===== config.mk =====
export PLATFORM = sky130hd
export DESIGN_NAME = pc_gen_ds
export DESIGN_NICKNAME = d
export VERILOG_FILES = /design/src/rtl/pc_gen_ds.sv
export SDC_FILE = /design/constraint.sdc
export NUM_CORES = 1
export LEC_CHECK = 0
export ABC_AREA = 1
export BUFFER_PORTS_ARGS = -buffer_cell sky130_fd_sc_hd__buf_2
export CAP_MARGIN = 20
export CORE_MARGIN = 1.5
export CORE_UTILIZATION = 45
export CTS_CLUSTER_SIZE = 28
export DETAILED_ROUTE_END_ITERATION = 8
export PLACE_DENSITY_LB_ADDON = 0.05
export SETUP_SLACK_MARGIN = 0.05
export SYNTH_ARGS = -nofsm -noshare
export SYNTH_HDL_FRONTEND = slang
export SYNTH_SLANG_ARGS = --single-unit

===== constraint.sdc =====
create_clock -name clk -period 3.8 [get_ports clk]
set_clock_uncertainty 0.1 [all_clocks]
set_input_delay 1.14 -clock clk [delete_from_list [all_inputs] [get_ports clk]]
set_output_delay 1.14 -clock clk [all_outputs]
set_load 0.05 [all_outputs]

===== src/rtl/pc_gen_ds.sv =====
// Fetch-stage program counter with a configurable number of delay slots,
// exception redirect, and stall-safe slot counting.
module pc_gen_ds #(
  parameter int unsigned     XLEN        = 32,
  parameter logic [XLEN-1:0] RESET_ADDR  = XLEN'(32'h0000_3000),
  parameter logic [XLEN-1:0] EXC_ADDR    = XLEN'(32'h0000_4180),
  parameter int unsigned     DELAY_SLOTS = 1
) (
  input  logic            clk,
  input  logic            rst,
  input  logic            En,
  input  logic            IsJBrD,
  input  logic [XLEN-1:0] NPCD,
  input  logic            ExcReq,
  output logic [XLEN-1:0] PCF,
  output logic [XLEN-1:0] PCPlus4F,
  output logic            PendingF,
  output logic            InSlotF,
  output logic            BrInSlotErr
);

  localparam int unsigned     CNT_W  = 3;
  localparam logic [CNT_W-1:0] R_INIT = CNT_W'(DELAY_SLOTS - 1);
  localparam logic [XLEN-1:0]  FOUR   = XLEN'(4);

  if (DELAY_SLOTS < 1 || DELAY_SLOTS > 4) begin : g_bad_delay_slots
    $error("pc_gen_ds: DELAY_SLOTS must be in 1..4");
  end

  logic [XLEN-1:0]  pc_q, pc_d;
  logic [XLEN-1:0]  pc4_q, pc4_d;
  logic [XLEN-1:0]  tgt_q, tgt_d;
  logic [CNT_W-1:0] cnt_q, cnt_d;
  logic             pend_q, pend_d;
  logic             slot_q, slot_d;
  logic             err_q, err_d;

  logic             capture;
  logic [CNT_W-1:0] remain;
  logic [XLEN-1:0]  target;

  // A redirect is in flight either from an earlier capture or from this cycle's J/Br.
  assign capture = IsJBrD & ~pend_q;
  assign remain  = pend_q ? cnt_q : R_INIT;
  assign target  = pend_q ? tgt_q : NPCD;

  always_comb begin
    pc_d   = pc_q;
    pc4_d  = pc4_q;
    tgt_d  = tgt_q;
    cnt_d  = cnt_q;
    pend_d = pend_q;
    slot_d = slot_q;
    err_d  = 1'b0;

    if (ExcReq) begin
      pc_d   = EXC_ADDR;
      pc4_d  = EXC_ADDR + FOUR;
      cnt_d  = '0;
      pend_d = 1'b0;
      slot_d = 1'b0;
    end else begin
      err_d = IsJBrD & pend_q;
      if (capture) begin
        tgt_d = NPCD;
      end
      if (pend_q || capture) begin
        if (En) begin
          if (remain == '0) begin
            pc_d   = target;
            pc4_d  = target + FOUR;
            cnt_d  = '0;
            pend_d = 1'b0;
            slot_d = 1'b0;
          end else begin
            pc_d   = pc4_q;
            pc4_d  = pc4_q + FOUR;
            cnt_d  = remain - CNT_W'(1);
            pend_d = 1'b1;
            slot_d = 1'b1;
          end
        end else begin
          // Stalled: keep the request and do not burn a slot.
          cnt_d  = remain;
          pend_d = 1'b1;
          slot_d = 1'b1;
        end
      end else if (En) begin
        pc_d  = pc4_q;
        pc4_d = pc4_q + FOUR;
      end
    end
  end

  always_ff @(posedge clk or posedge rst) begin
    if (rst) begin
      pc_q   <= RESET_ADDR;
      pc4_q  <= RESET_ADDR + FOUR;
      tgt_q  <= '0;
      cnt_q  <= '0;
      pend_q <= 1'b0;
      slot_q <= 1'b0;
      err_q  <= 1'b0;
    end else begin
      pc_q   <= pc_d;
      pc4_q  <= pc4_d;
      tgt_q  <= tgt_d;
      cnt_q  <= cnt_d;
      pend_q <= pend_d;
      slot_q <= slot_d;
      err_q  <= err_d;
    end
  end

  assign PCF         = pc_q;
  assign PCPlus4F    = pc4_q;
  assign PendingF    = pend_q;
  assign InSlotF     = slot_q;
  assign BrInSlotErr = err_q;

endmodule


==> results of run 1 <==
-- worst max path at each step --
stage / end / slack [ns] / depth (start not counted)
floorplan: PCPlus4F[22] / 1.26 / 12
detailed placement: PCPlus4F[22] / 0.88 / 13
global route: PCPlus4F[19] / 0.92 / 14
global placement: PCF[8] / 0.91 / 5
finish: PCPlus4F[29] / 1.13 / 13
CTS: PCPlus4F[17] / 1.14 / 13
-- metal layers --
metal / wire (um) / GRT usage (%)
met5: 0 / 0
met4: 243 / 5.75
met3: 1410 / 5.69
met2: 7770 / 35.3
met1: 9810 / 40.3
-- cell usage in the layout, fill, tap and decap left out, types with 10 or more instances in the layout --
cell and count:
nand3_1 59, a21oi_1 20, nor2_1 102, o21ai_1 13
o21ai_0 81, nand2_2 16, buf_2 103, nor3_1 14
nand2_1 303, dfrtp_1 96, nor2_2 10, nor2_4 11
o31ai_1 10, inv_1 107, nand4_1 17
-- logic make-up (layout without fill, tap and decap cells) --
family | Yosys count | count (layout) | synth area share, %
buf+inv | 154 | 240 | 10.1
flops | 101 | 101 | 37.7
mux | 8 | 8 | 1.34
fa+ha+maj | 4 | 4 | 0.744
xor+xnor | 1 | 1 | 0.130
simple gates | 553 | 553 | 36.9
compound gates | 154 | 154 | 13.1
-- cells in the mapped netlist (all sizes together) (6+ instances only) --
| master | n |
|---|---|
| nor3 | 14 |
| inv | 112 |
| nor2 | 125 |
| nand2 | 327 |
| o21ai | 95 |
| a32o | 6 |
| o31ai | 10 |
| o211ai | 6 |
| a21oi | 20 |
| o22ai | 7 |
| nand3 | 62 |
| buf | 28 |
| nand4 | 17 |
| clkbuf | 14 |
| dfrtp | 96 |
| mux2 | 8 |
-- registers in the layout, summed over array words and instances (netlist names) --
register and count:
tgt_q 32, PCF 32, cnt_q 3, PCPlus4F 32, InSlotF 1, BrInSlotErr 1
-- through the flow --
stage	setup slack [ns]	cells
global placement	0.909	1229
CTS	1.14	1245
global route	0.921	1245
floorplan	1.26	975
finish	1.13	1245
detailed placement	0.880	1229
-- power by group through the flow --
| stage | clock, uW | combinational (uW) | sequential [uW] |
|---|---|---|---|
| 6_report | 1010 | 794 | 1270 |
| 4_1_cts | 1030 | 795 | 1270 |
| 3_5_place_dp | 0 | 792 | 1290 |
| 3_3_place_gp | 0 | 791 | 1280 |
| 2_1_floorplan | 0 | 413 | 1460 |
| 5_1_grt | 1070 | 877 | 1280 |
-- critical path, stage by stage (launching register included) --
cell	delay, ns
dfrtp_1	0.61
buf_4	0.31
buf_4	0.31
nand2_1	0.13
nand2_4	0.13
nand2_4	0.08
nor2_4	0.13
nand2_2	0.09
nor2_8	0.13
nand3_2	0.08
nor2_1	0.16
nand2_1	0.11
nand3_1	0.11
nand2_1	0.06
-- cell type report --
| class | instances | share of cell area (%) |
|---|---|---|
| Inverter | 112 | 5.59 |
| Clock inverter | 4 | 0.950 |
| Sequential cell | 101 | 33.2 |
| Tap cell | 184 | 3.01 |
| Multi-Input combinational cell | 720 | 46.1 |
| Clock buffer | 12 | 3.23 |
| Timing Repair Buffer | 112 | 7.96 |
==> results.md, run 1 <==
* Clock tree from TritonCTS: done
* Clock buffer depth at 2
* Rows at 44
* Post-route DRC at 0
* Total gr overflow at 0
* FF-to-FF setup slack at 1.13 ns
* CTS buffer count at 9
* Min-delay src: tgt_q[9]
* Min-Delay Path Class: reg -> reg
* Seq pwr share at about two fifths
* Hold Path Depth at 2
* Critical-path maximum fanout at 23
* Post-synth EDFFs at 0
* Setup TNS Final at 0 ns
* Layout cell share with drive strength beyond 1 at a little under a fifth
* Final Hold Fails at 0
* Sw Ratio at 35.2%
* Drt initial violations at 645
* Cell Pwr Density at 402 nW/um2
* Final instance area at about 7600 um2
* GP Congestion at 0.915
* Status: finished clean
* Post-CTS Hold Fix Bufs at 0
* N_diodes at 0
* Maximum achievable frequency at 0.375 GHz
* Worst slew pin tran at 0.712 ns
* Avg WL per Cell at 15.4 um
* VDD IR max at about 220 uV
* Tot GR Track Use at 25.5%
* Num ports at 104
* Crit path arrival time at 2.81 ns
* Via density at 5.24
* Clk_lat worst skew at about 0.36 ns
* Core Region at approximately 15,000 um2
* Synth top area cells: dfrtp_1 (36%), nand2_1 (17%), inv_1 (6.0%), o21ai_0 (6.0%), nor2_1 (5.8%)
* Destination of the worst hold path: tgt_q[9]
* Netlist Area Pre-Place at just under 7000 um2
* # fillers at about 1,500
* CP required at 3.94 ns
* Crit. Startpoint: InSlotF
* NumNets Final at 1,097
* Combinational fraction of design power at 25.8%
* Clock power share at between 30% and 40%
* Layout Utilization at 52.6%
* CP Launch Type: flop
* Post-synthesis cell count at 975
* CTS root buffer: clkbuf_16
* CP endpoint kind: flop
* Starting density of the core at 46.3%
* Post-synth top flop: dfrtp_1
* Storage element area at 2530 um2
* Pin count of the biggest net entering global routing at 102
* Final min period at roughly 2.7 ns
* WS Path Type: reg -> reg
* FF-to-FF path depth at 13
* First-pass GRT wire length at 31,900 um
* Routed wire length at 19,200 um
* RSZ-0062 raised after global routing: no
* Netlist cell types at 43
* Post-place instance area at between 7000 and 8000 um2
* Detail Route Antenna Nets at 0
* Setup Buffers After CTS at 0
* DRT Pass-1 Iters at 7
* Antenna violations before repair at 0
* Sequential area share after synthesis at 37.7%
* Routed via count at 6,521
* Reg2reg end: PCPlus4F[29]
* Area of the multi-input gates at roughly 3500 um2
* Detailed Place HPWL at 14,100 um
* Fin crit share at 70.3%
* Port Buffers at 103
* FF-to-FF Start: InSlotF
* Final Power at between 3000 and 4000 uW
* Area delta synth->final at 13.6%
* Internal cell power at 1990 uW
* NetSw at roughly 1100 uW
* #FFs+latches synth at 101
* Clock sinks at ~100
* Net count after synthesis at 1,016
* Endpoints failing setup at 0
* Worst hold slack at 0.377 ns
* Synth warn at 0
* Die height at 125 um
* Max cap viols at 0
* Die Width at 125 um
* Die Area at 15,700 um2
* Post-synth top area share at 35.7%
* Final Slew Violations at 0
* Avg Cell Area, Syn at 6.90 um2
* Clock transition at path regs at around 0.070 ns
* CTS resizes at 0
* Vias in the first global route at 5,919
* Slew HR at 52.4%
* H-tree depth at 3
* Async SR Flop Fraction at 100%
* Leak at roughly 0.0039 uW
* Yosys top cell by area: dfrtp_1
No activity file was read; power rests on OpenSTA's default activity.
==> run 2: changes to the inputs <==
Settings changed: ABC_AREA 1 to 0.
Clock period 3.8 ns to 2.6 ns, I/O delays scaled along.
==> run 2 against run 1 <==
Net effect: power up 49%; first-iteration DRC count is 32% lower; critical endpoint is now PCPlus4F[31]; worst setup slack got worse by 0.99 ns; global-route usage rose by 2.7 points; routed wire length grew 9.1%; die area down 4.3%; synthesized cell count fell by 28%; largest power group unchanged; highest routed layer unchanged; clock power is 41% higher.
==> results.md, run 2 <==
* Status: finished clean (unchanged)
* Most common library cells after synthesis: dfrtp_1 (96), nand2_1 (71), nor2_1 (54), mux2i_1 (47), o21ai_0 (47) (was nand2_1 (303), inv_1 (108), nor2_1 (104), dfrtp_1 (96), o21ai_0 (81))
* CP required at 2.77 ns (was 3.94 ns)
* Post-synthesis cell count at 700 (was 975)
* NumNets Final at 880 (was 1,097)
* Layout cell share with drive strength beyond 1 at 31.6% (was 18.7%)
* Critical-path maximum fanout at 14 (was 23)
* Post-synth top area share at 37.4% (was 35.7%)
* Pin count of the biggest net entering global routing at 102 (unchanged)
* Core Region at 13,900 um2 (was 14,500 um2)
* Num ports at 104 (unchanged)
* Avg Cell Area, Syn at 9.18 um2 (was 6.90 um2)
* Most common cell after layout, fill and taps aside: buf_2 (was nand2_1)
* Die Area at 15,000 um2 (was 15,700 um2)
* CTS root buffer: clkbuf_16 (unchanged)
* Synth warn at 0 (unchanged)
* Final Hold Fails at 0 (unchanged)
* Slew HR at 62.2% (was 52.4%)
* Synth top area cells: dfrtp_1 (37%), mux2i_1 (7.3%), mux2_2 (6.5%), nand2_1 (4.1%), o21ai_0 (3.7%) (was dfrtp_1 (36%), nand2_1 (17%), inv_1 (6.0%), o21ai_0 (6.0%), nor2_1 (5.8%))
* Post-route insts no fill at 1,024 (was 1,245)
* Fin crit share at 94.6% (was 70.3%)
* Die Width at 123 um (was 125 um)
* Via density at 6.00 (was 5.24)
* DRT Pass-1 Iters at 5 (was 7)
* Max cap viols at 0 (unchanged)
* Count leader, synth: dfrtp_1 (was nand2_1)
* Final Slew Violations at 0 (unchanged)
* Cell Pwr Density at 572 nW/um2 (was 402 nW/um2)
* Yosys top cell by area: dfrtp_1 (unchanged)
* Net count after synthesis at 741 (was 1,016)
* H-tree depth at 3 (unchanged)
* Routed via count at 6,147 (was 6,521)
* WS Path Type: reg -> reg (unchanged)
* Most frequent cells in the layout: buf_2 (103), dfrtp_1 (95), nand2_1 (70) (was nand2_1 (303), inv_1 (107), buf_2 (103))
* Netlist Area Pre-Place at 6430 um2 (was 6720 um2)
* Final min period at 2.46 ns (was 2.67 ns)
* Area delta synth->final at 24.7% (was 13.6%)
* Maximum achievable frequency at 0.406 GHz (was 0.375 GHz)
* Vias in the first global route at 5,779 (was 5,919)
* Worst slew pin tran at 0.551 ns (was 0.712 ns)
* First-pass GRT wire length at 31,900 um (about the same)
* RSZ-0062 raised after global routing: no (unchanged)
* Avg WL per Cell at 20.5 um (was 15.4 um)
* CP endpoint kind: flop (unchanged)
* Async SR Flop Fraction at 100% (unchanged)
* Leak at 0.00345 uW (was 0.00389 uW)
* Detail Route Antenna Nets at 0 (unchanged)
* Rows at 43 (was 44)
* Antenna violations before repair at 0 (unchanged)
* Starting density of the core at 46.1% (was 46.3%)
* GP Congestion at 0.923 (was 0.915)
* Final Power at 4590 uW (was 3070 uW)
* Routed wire length at 21,000 um (was 19,200 um)
* Die height at 123 um (was 125 um)
* Endpoints failing setup at 0 (unchanged)
* Most used cell, CP: buf_12 (was nand2_1)
* Clk_lat worst skew at 0.35 ns (was 0.36 ns)
* CP cell instances: buf_12, buf_12, nand3_1, a22oi_1, nand3_2, or4_1, o211ai_1 (was buf_4, buf_4, nand2_1, nand2_4, nand2_4, nor2_4, nand2_2, nor2_8, nand3_2, nor2_1, nand2_1, nand3_1, nand2_1)
* CP peak stage delay at 0.57 ns (was 0.61 ns)
* DP Cell Count at 1,005 (was 1,229)
* N_diodes at 0 (unchanged)
* Min-Delay Path Class: reg -> reg (unchanged)
* Netlist cell types at 72 (was 43)
* Final instance area at 8020 um2 (was 7640 um2)
* #FFs+latches synth at 101 (unchanged)
* Post-synth EDFFs at 0 (unchanged)
* Post-place instance area at 7640 um2 (was 7320 um2)
* Post-synth top flop: dfrtp_1 (unchanged)
* Worst hold slack at 0.377 ns (about the same)
* CP Launch Type: flop (unchanged)
* Drt initial violations at 436 (was 645)
* Slowest CP cell: dfrtp_2 (was dfrtp_1)
* Crit path arrival time at 2.63 ns (was 2.81 ns)
* Post-route DRC at 0 (unchanged)
* Clock transition at path regs at 0.07 ns (about the same)
* Clock sinks at 101 (unchanged)
* VDD IR max at 346 uV (was 219 uV)
* Clock buffer depth at 2 (unchanged)
* Detailed Place HPWL at 15,200 um (was 14,100 um)
* Sequential area share after synthesis at 39.4% (was 37.7%)
* Tot GR Track Use at 28.2% (was 25.5%)
* Setup TNS Final at 0 ns (unchanged)
* CTS buffer count at 9 (unchanged)
* Total gr overflow at 0 (unchanged)
* Clock tree from TritonCTS: done (unchanged)
* Port Buffers at 103 (unchanged)
==> run 2: metal layers <==
layer	global-route usage (%)	part of all wire (%)	vias up
met5	0	0	-
li1	-	-	2904
met4	9.88	2.8	0
met1	38.5	46	3004
met3	5.16	5.5	38
met2	44.9	46	201
==> run 2: where the power goes <==
part           total, uW  switching [uW]  internal (uW)  leakage, uW
Sequential          1920             172           1740      0.00127
Combinational       1250             810            440      0.00204
Clock               1420             623            800     0.000148
Total               4590            1610           2980      0.00345
==> run 2: logic make-up after synthesis <==
group           Yosys count  synth area share [%]
compound gates          182                  19.2
xor+xnor                 12                  1.63
fa+ha+maj                 4                 0.779
buf+inv                  61                  4.34
flops                   101                  39.4
mux                      84                  13.8
simple gates            256                  20.9
==> run 2: worst max-delay path, delay by kind of cell (launching register included) <==
family,cells,cell delay [ns]
flip-flops,1,0.57
buffers and inverters,2,0.31
AND/OR/NAND/NOR,3,0.86
AO/OA/AOI/OAI,2,0.52
==> run 2: final timing paths <==
path                                 to  depth (start not counted)  slack [ns]     from
hold / removal                  PCF[12]                          2        0.38  PCF[12]
hold reg to reg                 PCF[12]                          2        0.38  PCF[12]
setup reg to reg           PCPlus4F[31]                          7        0.14  InSlotF
min in group asynchronous     tgt_q[26]                          3        0.48      rst
max in group asynchronous       InSlotF                          3        1.47      rst
setup / recovery           PCPlus4F[31]                          7        0.14  InSlotF
==> run 2: layout make-up <==
class / count / area (um2)
fill: 1285 / 5920
multi-input combinational: 538 / 3730
sequential: 101 / 2530
timing repair buffer: 178 / 1170
clock buffer: 11 / 253
tap: 180 / 225
clock inverter: 5 / 58.8
inverter: 11 / 45.0
==> run 2: per-stage QoR <==
stage / utilization, % / setup WS, ns
2_1_floorplan: - / -0.509
3_3_place_gp: 54.8 / -0.00731
3_5_place_dp: 54.8 / -0.0422
4_1_cts: 57.1 / 0.124
5_1_grt: 57.5 / 0.0493
6_report: 57.5 / 0.140
==> run 2: what timing repair did <==
item / in CTS / in global routing
buffers inserted: 0 / 2
hold buffers: 0 / 0
gates resized for setup: 0 / 3
setup endpoints to repair: 0 / 3
==> run 3: changes to the inputs <==
Settings changed: CORE_MARGIN 1.5 to not set.
==> run 3 against run 2 <==
Net effect: die area is 1.6% lower; via count is 0.83% lower; non-clock buffer count is 4 lower; critical endpoint is now PCPlus4F[28]; register-to-register slack better by 0.03 ns; highest routed layer unchanged; combinational power hardly changed.
==> results.md, run 3 (synthesized netlist as in run 2, its figures left out) <==
* H-tree depth at 3 (unchanged)
* CP endpoint kind: flop (unchanged)
* Total gr overflow at 0 (unchanged)
* Crit path arrival time at 2.56 ns (was 2.63 ns)
* Post-CTS Hold Fix Bufs at 0 (unchanged)
* Clock sinks at 101 (unchanged)
* DRT Pass-1 Iters at 5 (unchanged)
* Pin count of the biggest net entering global routing at 102 (unchanged)
* Port Buffers at 103 (unchanged)
* Clock buffer depth at 2 (unchanged)
* Leak at 0.00344 uW (was 0.00345 uW)
* VDD IR max at 376 uV (was 346 uV)
* Combinational fraction of design power at 27.2% (about the same)
* WS Path Type: reg -> reg (unchanged)
* Worst slew pin tran at 0.668 ns (was 0.551 ns)
* Maximum achievable frequency at 0.411 GHz (was 0.406 GHz)
* Fin crit share at 93.5% (was 94.6%)
* Avg WL per Cell at 20.0 um (was 20.5 um)
* Most common cell after layout, fill and taps aside: buf_2 (unchanged)
* Num ports at 104 (unchanged)
* Drt initial violations at 586 (was 436)
* Slew HR at 54.2% (was 62.2%)
* N_diodes at 0 (unchanged)
* Storage element area at 2530 um2 (unchanged)
* Starting density of the core at 46.1% (unchanged)
* Clock power share at 30.7% (was 31.0%)
* Area delta synth->final at 23.9% (was 24.7%)
* Seq pwr share at 42.1% (was 41.7%)
* Detailed Place HPWL at 14,900 um (was 15,200 um)
* Core Region at 13,900 um2 (unchanged)
* Final Power at 4570 uW (was 4590 uW)
* Final Slew Violations at 0 (unchanged)
* Post-route DRC at 0 (unchanged)
* Cell Pwr Density at 574 nW/um2 (was 572 nW/um2)
* Antenna violations before repair at 0 (unchanged)
* Status: finished clean (unchanged)
* Most frequent cells in the layout: buf_2 (103), dfrtp_1 (95), nand2_1 (70) (unchanged)
* Tot GR Track Use at 28.8% (was 28.2%)
* CP required at 2.73 ns (was 2.77 ns)
* CTS buffer count at 9 (unchanged)
* Die height at 122 um (was 123 um)
* Min-Delay Path Class: reg -> reg (unchanged)
* NetSw at 1590 uW (was 1610 uW)
* Via density at 5.98 (was 6.00)
* Clock transition at path regs at 0.07 ns (about the same)
* Detail Route Antenna Nets at 0 (unchanged)
* Clock tree from TritonCTS: done (unchanged)
* Max cap viols at 0 (unchanged)
* Rows at 43 (unchanged)
* Die Area at 14,800 um2 (was 15,000 um2)
* # fillers at 1,284 (was 1,285)
* Layout Utilization at 57.2% (was 57.5%)
* Vias in the first global route at 5,942 (was 5,779)
* Final min period at 2.43 ns (was 2.46 ns)
* Area of the multi-input gates at 3720 um2 (was 3730 um2)
* Post-place instance area at 7640 um2 (about the same)
* Routed wire length at 20,400 um (was 21,000 um)
* Routed via count at 6,096 (was 6,147)
* Endpoints failing setup at 0 (unchanged)
* RSZ-0062 raised after global routing: no (unchanged)
* NumNets Final at 876 (was 880)
* First-pass GRT wire length at 32,400 um (was 31,900 um)
* Final instance area at 7970 um2 (was 8020 um2)
* CTS root buffer: clkbuf_16 (unchanged)
* Clk_lat worst skew at 0.35 ns (about the same)
* Die Width at 122 um (was 123 um)
* Sw Ratio at 34.9% (was 35.0%)
* GP Congestion at 0.862 (was 0.923)
* Layout cell share with drive strength beyond 1 at 31.1% (was 31.6%)
* Internal cell power at 2980 uW (about the same)
* CP Launch Type: flop (unchanged)
* Critical-path maximum fanout at 45 (was 14)
* Final Hold Fails at 0 (unchanged)
## run 3: changes by cell type in the layout (fill, tap and decap cells not counted), sizes merged
cell,previous run,this run
buf,177,174
clkbuf,12,13
clkinvlp,3,1
## run 3: path summary, 6_finish.rpt
path	start	to	slack, ns	cells after the start
max in group asynchronous	rst	InSlotF	1.47	3
max reg2reg	InSlotF	PCPlus4F[28]	0.17	9
min in group asynchronous	rst	tgt_q[27]	0.49	3
min	PCF[12]	PCF[12]	0.38	2
min reg2reg	PCF[12]	PCF[12]	0.38	2
max	InSlotF	PCPlus4F[28]	0.17	9
## run 3: per-layer routing
| metal | wire length, um | GRT usage [%] | vias up |
|---|---|---|---|
| li1 | - | - | 2894 |
| met5 | 0 | 0 | - |
| met2 | 9610 | 46.3 | 212 |
| met3 | 1180 | 5.36 | 28 |
| met1 | 9200 | 38.9 | 2962 |
| met4 | 395 | 9.49 | 0 |
## run 3: layout make-up
class | instances | share of cell area, %
Sequential cell | 101 | 31.8
Timing Repair Buffer | 174 | 14.3
Inverter | 11 | 0.566
Multi-Input combinational cell | 538 | 46.7
Clock inverter | 3 | 0.550
Tap cell | 180 | 2.83
Clock buffer | 13 | 3.27
## run 3: worst max-delay path: stages (launching register included)
cell and delay (ns):
dfrtp_2 0.50, buf_4 0.20, nand2_1 0.13, ha_4 0.20
o21a_1 0.21, buf_12 0.25, nand2_1 0.19, a31oi_1 0.29
o21a_1 0.18, a211oi_1 0.05
## run 3: timing repair
action | CTS | global route
endpoints found under the setup margin | 0 | 2
setup buffers | 0 | 2
gates resized for setup | 0 | 3
## run 3: power groups by stage
stage | Clock [uW] | Combinational (uW) | Sequential (uW)
after floorplan | 0 | 589 | 2190
after global placement | 0 | 1220 | 1940
after detailed placement | 0 | 1240 | 1950
after CTS | 1440 | 1240 | 1920
after global routing | 1490 | 1330 | 1950
final | 1410 | 1240 | 1920
## run 3: per-stage QoR
step,cells,hold WS [ns],worst slack (ns),setup TNS (ns)
4_1_cts,1018,0.384,0.122,0
2_1_floorplan,700,0.375,-0.509,-4.56
3_3_place_gp,1002,0.355,0.0865,0
3_5_place_dp,1002,0.375,-0.0194,-0.0293
5_1_grt,1020,0.430,0.0744,0
6_report,1020,0.384,0.169,0
